## config.mk

```make
export PLATFORM = sky130hd
export DESIGN_NAME = alu_sequencer_flat
export DESIGN_NICKNAME = d
export VERILOG_FILES = /design/src/rtl/alu_sequencer_if.sv /design/src/rtl/alu_sequencer.sv /design/src/flat_wrapper.sv
export SDC_FILE = /design/constraint.sdc
export NUM_CORES = 1
export LEC_CHECK = 0
export ABC_AREA = 1
export CAP_MARGIN = 20
export CORE_MARGIN = 1
export CORE_UTILIZATION = 30
export DETAILED_ROUTE_END_ITERATION = 8
export HOLD_SLACK_MARGIN = 0.15
export PLACE_DENSITY = 0.58
export SLEW_MARGIN = 20
export SYNTH_ARGS = -nofsm -noshare
export SYNTH_HDL_FRONTEND = slang
export SYNTH_SLANG_ARGS = --single-unit
```

## constraint.sdc

```tcl
create_clock -name clock -period 4.8 [get_ports clock]
set_input_delay 0.96 -clock clock [delete_from_list [all_inputs] [get_ports clock]]
set_output_delay 0.96 -clock clock [all_outputs]
set_load 0.05 [all_outputs]
```

## src/rtl/alu_sequencer_if.sv

```systemverilog
// ---------------------------------------------------------------------------
// alu_sequencer_if
// Bundle between the hardwired control unit and the datapath it steers.
//   run, stop, mem_rdy, ir      : datapath/operator -> sequencer
//   PC/MAR/MDR/IR/Y/Z/HI/LO strobes, Rin, Rout, alu_op, halted, illegal
//                               : sequencer -> datapath
// Modports:
//   master : the sequencer (drives strobes, consumes IR and handshakes)
//   slave  : the datapath / environment side
// ---------------------------------------------------------------------------
interface alu_sequencer_if;
  logic        run;
  logic        stop;
  logic        mem_rdy;
  logic [31:0] ir;

  logic        PCout;
  logic        MARin;
  logic        IncPC;
  logic        PCin;
  logic        MDMuxread;
  logic        MDRin;
  logic        MDRout;
  logic        IRin;
  logic        Yin;
  logic        Zlowin;
  logic        Zhighin;
  logic        Zlowout;
  logic        Zhighout;
  logic        LOin;
  logic        HIin;
  logic [15:0] Rin;
  logic [15:0] Rout;
  logic [12:0] alu_op;
  logic        halted;
  logic        illegal;

  modport master (
    input  run, stop, mem_rdy, ir,
    output PCout, MARin, IncPC, PCin, MDMuxread, MDRin, MDRout, IRin, Yin,
           Zlowin, Zhighin, Zlowout, Zhighout, LOin, HIin,
           Rin, Rout, alu_op, halted, illegal
  );

  modport slave (
    output run, stop, mem_rdy, ir,
    input  PCout, MARin, IncPC, PCin, MDMuxread, MDRin, MDRout, IRin, Yin,
           Zlowin, Zhighin, Zlowout, Zhighout, LOin, HIin,
           Rin, Rout, alu_op, halted, illegal
  );
endinterface

```

## src/rtl/alu_sequencer.sv

```systemverilog
// ---------------------------------------------------------------------------
// alu_sequencer
// Hardwired control unit: fetches an instruction over a ready handshake,
// decodes opcode/ra/rb/rc from IR and steps the datapath strobes through
// T0..T6 for register-format ALU instructions, then loops or halts.
// Ports:
//   clock : rising-edge system clock
//   clear : asynchronous active-low reset (forces HALT, all strobes low)
//   bus   : alu_sequencer_if.master (handshakes, IR, all datapath strobes)
// Strobes are a pure decode of the state registers; the only input that
// reaches them is IR in T3, which is the datapath's own register.
// ---------------------------------------------------------------------------
module alu_sequencer #(
  parameter int OPW = 5,
  parameter int RSW = 4
) (
  input  logic            clock,
  input  logic            clear,
  alu_sequencer_if.master bus
);

  localparam int NREG = 1 << RSW;

  localparam logic [2:0] S_HALT = 3'd0;
  localparam logic [2:0] S_T0   = 3'd1;
  localparam logic [2:0] S_T1   = 3'd2;
  localparam logic [2:0] S_T2   = 3'd3;
  localparam logic [2:0] S_T3   = 3'd4;
  localparam logic [2:0] S_T4   = 3'd5;
  localparam logic [2:0] S_T5   = 3'd6;
  localparam logic [2:0] S_T6   = 3'd7;

  localparam logic [1:0] CLS_BIN  = 2'd0;
  localparam logic [1:0] CLS_WIDE = 2'd1;
  localparam logic [1:0] CLS_UN   = 2'd2;
  localparam logic [1:0] CLS_ILL  = 2'd3;

  // Opcode -> {class, alu_op bit index}
  function automatic logic [5:0] decode_op(input logic [OPW-1:0] op);
    logic [5:0] r;
    case (op)
      OPW'(5'b00011): r = {CLS_BIN,  4'd0};
      OPW'(5'b00100): r = {CLS_BIN,  4'd1};
      OPW'(5'b00101): r = {CLS_BIN,  4'd2};
      OPW'(5'b00110): r = {CLS_BIN,  4'd3};
      OPW'(5'b00111): r = {CLS_BIN,  4'd4};
      OPW'(5'b01000): r = {CLS_BIN,  4'd5};
      OPW'(5'b01001): r = {CLS_BIN,  4'd6};
      OPW'(5'b01010): r = {CLS_BIN,  4'd7};
      OPW'(5'b01011): r = {CLS_BIN,  4'd8};
      OPW'(5'b01111): r = {CLS_WIDE, 4'd9};
      OPW'(5'b10000): r = {CLS_WIDE, 4'd10};
      OPW'(5'b10001): r = {CLS_UN,   4'd11};
      OPW'(5'b10010): r = {CLS_UN,   4'd12};
      default:        r = {CLS_ILL,  4'd0};
    endcase
    return r;
  endfunction

  function automatic logic [NREG-1:0] reg_onehot(input logic [RSW-1:0] r);
    return {{(NREG-1){1'b0}}, 1'b1} << r;
  endfunction

  function automatic logic [12:0] alu_onehot(input logic [3:0] idx);
    return 13'd1 << idx;
  endfunction

  // IR fields
  logic [OPW-1:0] op_s;
  logic [RSW-1:0] ra_s, rb_s, rc_s;
  logic [1:0]     dec_cls_s;
  logic [3:0]     dec_idx_s;
  logic           ir_unused_s;

  assign op_s        = bus.ir[31 -: OPW];
  assign ra_s        = bus.ir[31-OPW -: RSW];
  assign rb_s        = bus.ir[31-OPW-RSW -: RSW];
  assign rc_s        = bus.ir[31-OPW-2*RSW -: RSW];
  assign ir_unused_s = ^bus.ir[31-OPW-3*RSW:0];
  assign {dec_cls_s, dec_idx_s} = decode_op(op_s);

  logic [2:0]     state_q, state_d;
  logic           first_t1_q, first_t1_d;
  logic           stop_pending_q, stop_pending_d;
  logic           illegal_q, illegal_d;
  logic [1:0]     cls_q, cls_d;
  logic [3:0]     idx_q, idx_d;
  logic [RSW-1:0] ra_q, ra_d, rb_q, rb_d, rc_q, rc_d;

  logic           instr_end_s;
  logic [2:0]     end_next_s;

  // Last execute step of each class, and where it leads
  always_comb begin
    instr_end_s = 1'b0;
    if (state_q == S_T4 && cls_q == CLS_UN) begin
      instr_end_s = 1'b1;
    end else if (state_q == S_T5 && cls_q == CLS_BIN) begin
      instr_end_s = 1'b1;
    end else if (state_q == S_T6) begin
      instr_end_s = 1'b1;
    end else begin
      instr_end_s = 1'b0;
    end
    // A stop arriving on the final step still halts.
    if (stop_pending_q || bus.stop || !bus.run) begin
      end_next_s = S_HALT;
    end else begin
      end_next_s = S_T0;
    end
  end

  // Next-state, decode capture and sticky flag logic
  always_comb begin
    state_d        = state_q;
    first_t1_d     = 1'b0;
    stop_pending_d = stop_pending_q;
    illegal_d      = illegal_q;
    cls_d          = cls_q;
    idx_d          = idx_q;
    ra_d           = ra_q;
    rb_d           = rb_q;
    rc_d           = rc_q;
    case (state_q)
      S_HALT: begin
        if (bus.run) begin
          state_d = S_T0;
        end else begin
          state_d = S_HALT;
        end
      end
      S_T0: begin
        state_d    = S_T1;
        first_t1_d = 1'b1;
      end
      S_T1: begin
        if (bus.mem_rdy) begin
          state_d = S_T2;
        end else begin
          state_d = S_T1;
        end
      end
      S_T2: state_d = S_T3;
      S_T3: begin
        // IR is stable from here; keep a private copy for T4..T6.
        cls_d = dec_cls_s;
        idx_d = dec_idx_s;
        ra_d  = ra_s;
        rb_d  = rb_s;
        rc_d  = rc_s;
        if (dec_cls_s == CLS_ILL) begin
          state_d   = S_HALT;
          illegal_d = 1'b1;
        end else begin
          state_d = S_T4;
        end
      end
      S_T4: begin
        if (cls_q == CLS_UN) begin
          state_d = end_next_s;
        end else begin
          state_d = S_T5;
        end
      end
      S_T5: begin
        if (cls_q == CLS_BIN) begin
          state_d = end_next_s;
        end else begin
          state_d = S_T6;
        end
      end
      S_T6:    state_d = end_next_s;
      default: state_d = S_HALT;
    endcase

    if (state_q == S_HALT && bus.run) begin
      stop_pending_d = 1'b0;
    end else if (instr_end_s) begin
      stop_pending_d = 1'b0;
    end else if (bus.stop) begin
      stop_pending_d = 1'b1;
    end else begin
      stop_pending_d = stop_pending_q;
    end
  end

  // State and captured-decode registers
  always_ff @(posedge clock or negedge clear) begin
    if (!clear) begin
      state_q        <= S_HALT;
      first_t1_q     <= 1'b0;
      stop_pending_q <= 1'b0;
      illegal_q      <= 1'b0;
      cls_q          <= CLS_BIN;
      idx_q          <= 4'd0;
      ra_q           <= '0;
      rb_q           <= '0;
      rc_q           <= '0;
    end else begin
      state_q        <= state_d;
      first_t1_q     <= first_t1_d;
      stop_pending_q <= stop_pending_d;
      illegal_q      <= illegal_d;
      cls_q          <= cls_d;
      idx_q          <= idx_d;
      ra_q           <= ra_d;
      rb_q           <= rb_d;
      rc_q           <= rc_d;
    end
  end

  // Strobe decode from the current step
  always_comb begin
    bus.PCout     = 1'b0;
    bus.MARin     = 1'b0;
    bus.IncPC     = 1'b0;
    bus.PCin      = 1'b0;
    bus.MDMuxread = 1'b0;
    bus.MDRin     = 1'b0;
    bus.MDRout    = 1'b0;
    bus.IRin      = 1'b0;
    bus.Yin       = 1'b0;
    bus.Zlowin    = 1'b0;
    bus.Zhighin   = 1'b0;
    bus.Zlowout   = 1'b0;
    bus.Zhighout  = 1'b0;
    bus.LOin      = 1'b0;
    bus.HIin      = 1'b0;
    bus.Rin       = '0;
    bus.Rout      = '0;
    bus.alu_op    = 13'd0;
    bus.halted    = (state_q == S_HALT);
    bus.illegal   = illegal_q;
    case (state_q)
      S_T0: begin
        bus.PCout  = 1'b1;
        bus.MARin  = 1'b1;
        bus.IncPC  = 1'b1;
        bus.Zlowin = 1'b1;
      end
      S_T1: begin
        // MDR keeps loading through the wait; PC is written once only.
        bus.MDMuxread = 1'b1;
        bus.MDRin     = 1'b1;
        bus.PCin      = first_t1_q;
        bus.Zlowout   = first_t1_q;
      end
      S_T2: begin
        bus.MDRout = 1'b1;
        bus.IRin   = 1'b1;
      end
      S_T3: begin
        case (dec_cls_s)
          CLS_BIN: begin
            bus.Rout = reg_onehot(rb_s);
            bus.Yin  = 1'b1;
          end
          CLS_WIDE: begin
            bus.Rout = reg_onehot(ra_s);
            bus.Yin  = 1'b1;
          end
          CLS_UN: begin
            bus.Rout   = reg_onehot(rb_s);
            bus.alu_op = alu_onehot(dec_idx_s);
            bus.Zlowin = 1'b1;
          end
          default: bus.Yin = 1'b0;
        endcase
      end
      S_T4: begin
        case (cls_q)
          CLS_BIN: begin
            bus.Rout   = reg_onehot(rc_q);
            bus.alu_op = alu_onehot(idx_q);
            bus.Zlowin = 1'b1;
          end
          CLS_WIDE: begin
            bus.Rout    = reg_onehot(rb_q);
            bus.alu_op  = alu_onehot(idx_q);
            bus.Zlowin  = 1'b1;
            bus.Zhighin = 1'b1;
          end
          CLS_UN: begin
            bus.Zlowout = 1'b1;
            bus.Rin     = reg_onehot(ra_q);
          end
          default: bus.Zlowin = 1'b0;
        endcase
      end
      S_T5: begin
        case (cls_q)
          CLS_BIN: begin
            bus.Zlowout = 1'b1;
            bus.Rin     = reg_onehot(ra_q);
          end
          CLS_WIDE: begin
            bus.Zlowout = 1'b1;
            bus.LOin    = 1'b1;
          end
          default: bus.Zlowout = 1'b0;
        endcase
      end
      S_T6: begin
        bus.Zhighout = 1'b1;
        bus.HIin     = 1'b1;
      end
      default: bus.halted = (state_q == S_HALT);
    endcase
  end

endmodule

```

## src/flat_wrapper.sv

```systemverilog
// flat-port wrapper written by rule: the top's interface ports become plain ports
module alu_sequencer_flat 
#(
  parameter int OPW = 5,
  parameter int RSW = 4
)
  (clock, clear, bus_run, bus_stop, bus_mem_rdy, bus_ir, bus_PCout, bus_MARin, bus_IncPC, bus_PCin, bus_MDMuxread, bus_MDRin, bus_MDRout, bus_IRin, bus_Yin, bus_Zlowin, bus_Zhighin, bus_Zlowout, bus_Zhighout, bus_LOin, bus_HIin, bus_Rin, bus_Rout, bus_alu_op, bus_halted, bus_illegal);
  alu_sequencer_if bus_i ();
  input  logic clock;
  input  logic clear;
  input wire logic [$bits(bus_i.run)-1:0] bus_run;
  input wire logic [$bits(bus_i.stop)-1:0] bus_stop;
  input wire logic [$bits(bus_i.mem_rdy)-1:0] bus_mem_rdy;
  input wire logic [$bits(bus_i.ir)-1:0] bus_ir;
  output wire logic [$bits(bus_i.PCout)-1:0] bus_PCout;
  output wire logic [$bits(bus_i.MARin)-1:0] bus_MARin;
  output wire logic [$bits(bus_i.IncPC)-1:0] bus_IncPC;
  output wire logic [$bits(bus_i.PCin)-1:0] bus_PCin;
  output wire logic [$bits(bus_i.MDMuxread)-1:0] bus_MDMuxread;
  output wire logic [$bits(bus_i.MDRin)-1:0] bus_MDRin;
  output wire logic [$bits(bus_i.MDRout)-1:0] bus_MDRout;
  output wire logic [$bits(bus_i.IRin)-1:0] bus_IRin;
  output wire logic [$bits(bus_i.Yin)-1:0] bus_Yin;
  output wire logic [$bits(bus_i.Zlowin)-1:0] bus_Zlowin;
  output wire logic [$bits(bus_i.Zhighin)-1:0] bus_Zhighin;
  output wire logic [$bits(bus_i.Zlowout)-1:0] bus_Zlowout;
  output wire logic [$bits(bus_i.Zhighout)-1:0] bus_Zhighout;
  output wire logic [$bits(bus_i.LOin)-1:0] bus_LOin;
  output wire logic [$bits(bus_i.HIin)-1:0] bus_HIin;
  output wire logic [$bits(bus_i.Rin)-1:0] bus_Rin;
  output wire logic [$bits(bus_i.Rout)-1:0] bus_Rout;
  output wire logic [$bits(bus_i.alu_op)-1:0] bus_alu_op;
  output wire logic [$bits(bus_i.halted)-1:0] bus_halted;
  output wire logic [$bits(bus_i.illegal)-1:0] bus_illegal;
  assign bus_i.run = bus_run;
  assign bus_i.stop = bus_stop;
  assign bus_i.mem_rdy = bus_mem_rdy;
  assign bus_i.ir = bus_ir;
  assign bus_PCout = bus_i.PCout;
  assign bus_MARin = bus_i.MARin;
  assign bus_IncPC = bus_i.IncPC;
  assign bus_PCin = bus_i.PCin;
  assign bus_MDMuxread = bus_i.MDMuxread;
  assign bus_MDRin = bus_i.MDRin;
  assign bus_MDRout = bus_i.MDRout;
  assign bus_IRin = bus_i.IRin;
  assign bus_Yin = bus_i.Yin;
  assign bus_Zlowin = bus_i.Zlowin;
  assign bus_Zhighin = bus_i.Zhighin;
  assign bus_Zlowout = bus_i.Zlowout;
  assign bus_Zhighout = bus_i.Zhighout;
  assign bus_LOin = bus_i.LOin;
  assign bus_HIin = bus_i.HIin;
  assign bus_Rin = bus_i.Rin;
  assign bus_Rout = bus_i.Rout;
  assign bus_alu_op = bus_i.alu_op;
  assign bus_halted = bus_i.halted;
  assign bus_illegal = bus_i.illegal;
  alu_sequencer #(.OPW(OPW), .RSW(RSW)) u_core (.clock(clock), .clear(clear), .bus(bus_i));
endmodule
```

==> metrics <==
Final Hold Vio Count=0; largest net degree at the start of global routing=25; Site Rows=31; Crit. End Element=output port; fin. max-slew vios=0; final routed wire length divided by cell count=approximately 12 um; initial core utilization=0.313; Arrival @ worst endpoint=about 3.4 ns; Non-Filler Instances=546; Worst VDD drop=0.000157 V; PD cells=between 300 and 400 nW/um^2; routed vias=2,574; Clock Path Buffers=2; vias in the first global route=approximately 2.3k; PortBufs=83; vias per cell=approximately 4.7; DRC viols=0; Worst Clk Skew=between 0.004 and 0.005 ns; post-route cell area=3160 um^2; Syn Std Cell Area=roughly 2300 um^2; reg2reg end=u_core.cls_q[1]; DR iter-0 viols=130; worst-case reg-to-reg path depth=6; async set-reset flop share out of synthesis=1.00; Avg Inst Size Synth=between 6 and 7 um^2; worst-margin pin slew=a little over 0.6 ns; antenna cell count=0; die height=around 89 um; I/O pins=99; total power=about 1.3 mW; Worst Hold Path EP=u_core.rb_q[3]; Final Cycle Share=0.902; Netlist cell types=31; DRT Pass-1 Iters=4; Worst-Skew Late Latency=between 0.2 and 0.3 ns; CTS HTree Levels=1; multi-input logic area=1450 um^2; RSZ-0062 raised after global routing=false; area of the core=between 7000 and 8000 um^2; ANT nets after route=0; Gate Count Post-Synth=between 300 and 400; Reg2Reg Setup Slack=around 3 ns; CTS Buf Count=3; fmax=around 0.23 GHz; Main synth FF type=dfrtp_1; Total Routing Usage GR=0.164; die area=~8000 um^2; Synth Net Count=~410; Synth Register Bits=24; Crit Path Class=input port to output port; Tmin final=between 4 and 5 ns; first-pass GRT wire length=about 10,000 um; Inst Count DP=between 500 and 600; worst-path fanout max=14; CTS hold repair buffers=0; status=finished, final reports clean; Seq. cell area=roughly 600 um^2; chip width=89.4 um; Hold WC Path Type=register to register; Max Cap Viol=0; YS warnings=0; worst hold start=u_core.rb_q[3]; Worst Path Required=around 3.8 ns; post-CTS setup buffer count=0; Placer Congestion=0.851; r2r startpoint=u_core.state_q[2]; initial antenna violation count=0; setup violators final=0; Area Growth Syn to Fin=37.7%; sequential fraction of the synthesis area=0.262; DP Wirelength=roughly 5100 um; Post-Route WL=around 6400 um; fin nets=491; CTS tree=built; CTS Root Cell=clkbuf_8; Setup TNS Final=0 ns; post_cts resized=0; Leakage=1.52 nW; Post-synth EDFFs=0; hold path depth=2; CP startpoint kind=input port; layout cell share with drive strength beyond 1=0.136; fill count=roughly 780; Slew HR=0.591; GRT overflow=0; Hold Slack=0.495 ns; Area after DPL=roughly 3100 um^2; Clock Sinks=24; crit path from=bus_ir[27]; Clock Pin Slew Worst Setup and Hold Paths=approximately 0.080 ns
==> how the worst max path moves through the flow <==
| stage | slack (ns) | to |
|---|---|---|
| final | 0.47 | bus_Zlowin |
| after global routing | 0.34 | bus_Zlowin |
| after CTS | 0.45 | bus_Zlowin |
| after detailed placement | 0.46 | bus_Zlowin |
| after global placement | 0.48 | bus_Zlowin |
| after floorplan | 1.15 | bus_alu_op[0] |
==> per-stage QoR <==
| step | util | worst slack [ns] |
|---|---|---|
| after global placement | 0.425 | 0.476 |
| after floorplan | - | 1.15 |
| after global routing | 0.431 | 0.342 |
| final | 0.431 | 0.471 |
| after detailed placement | 0.425 | 0.459 |
| after CTS | 0.431 | 0.453 |
==> sequential cells by signal, summed over array words and instances (netlist names) <==
| register | cells |
|---|---|
| u_core.state_q | 3 |
| u_core.idx_q | 4 |
| u_core.bus.illegal | 1 |
| u_core.rc_q | 4 |
| u_core.cls_q | 2 |
| u_core.rb_q | 4 |
| u_core.ra_q | 4 |
| u_core.first_t1_q | 1 |
| u_core.stop_pending_q | 1 |
==> critical path, cell delays in order <==
cell             delay [ns]
clkdlybuf4s50_1        0.53
inv_1                  0.10
ha_1                   0.37
nand3_4                0.12
nand2_4                0.18
nand4_1                0.18
nand3_1                0.12
clkdlybuf4s50_1        0.80
==> logic make-up after synthesis <==
| family | share of synthesized area |
|---|---|
| flops | 0.262 |
| buf+inv | 0.106 |
| fa+ha+maj | 0.0273 |
| simple gates | 0.493 |
| compound gates | 0.112 |
==> routing by layer <==
metal | up-vias | GRT usage | wire (um)
met5 | - | 0 | 0
met4 | 0 | 0.0418 | 65
met3 | 5 | 0.0166 | 299
met2 | 73 | 0.268 | 2830
met1 | 1150 | 0.233 | 3190
li1 | 1346 | - | -
==> placed cells by master (no fill, tap or decap) <==
cell | Yosys | layout
a21oi_1 | 5 | 5
a21oi_2 | 1 | 1
buf_4 | 6 | 31
clkbuf_8 | 0 | 3
clkdlybuf4s50_1 | 0 | 54
dfrtp_1 | 24 | 24
ha_1 | 5 | 5
inv_1 | 42 | 42
inv_2 | 3 | 3
nand2_1 | 121 | 121
nand2_2 | 5 | 5
nand2_4 | 6 | 6
nand3_1 | 28 | 28
nand3_2 | 1 | 1
nand3_4 | 1 | 1
nand3b_1 | 2 | 2
nand4_1 | 9 | 9
nor2_1 | 42 | 42
nor2_4 | 3 | 3
nor2_8 | 1 | 1
nor3_1 | 10 | 10
nor3_4 | 2 | 2
nor4_1 | 6 | 6
o211ai_1 | 1 | 1
o21a_1 | 1 | 1
o21ai_0 | 18 | 18
o21ai_1 | 17 | 17
o21ai_2 | 3 | 3
o21bai_1 | 1 | 1
or2_2 | 1 | 1
==> Yosys cell counts (2+ instances only) <==
cell type    n  area, um^2
a21oi_1      5        25.0
buf_2        2        10.0
buf_4        6        45.0
clkbuf_1     2        7.51
dfrtp_1     24         601
ha_1         5        62.6
inv_1       42         158
inv_2        3        11.3
nand2_1    121         454
nand2_2      5        31.3
nand2_4      6        67.6
nand3_1     28         140
nand3b_1     2        15.0
nand4_1      9        56.3
nor2_1      42         158
nor2_4       3        33.8
nor3_1      10        50.1
nor3_4       2        32.5
nor4_1       6        37.5
o21ai_0     18        90.1
o21ai_1     17        85.1
o21ai_2      3        26.3
==> final cells by class <==
cell class	instances	share of cell area
clock buffer	3	0.0131
tap	99	0.0392
timing repair buffer	85	0.245
sequential	24	0.190
multi-input combinational	290	0.459
inverter	45	0.0535
==> power by group <==
part | switching, mW | internal (mW) | total, mW
clock | 0.0629 | 0.0561 | 0.119
combinational | 0.524 | 0.227 | 0.752
sequential | 0.0931 | 0.297 | 0.390
No activity file was read; power rests on OpenSTA's default activity.
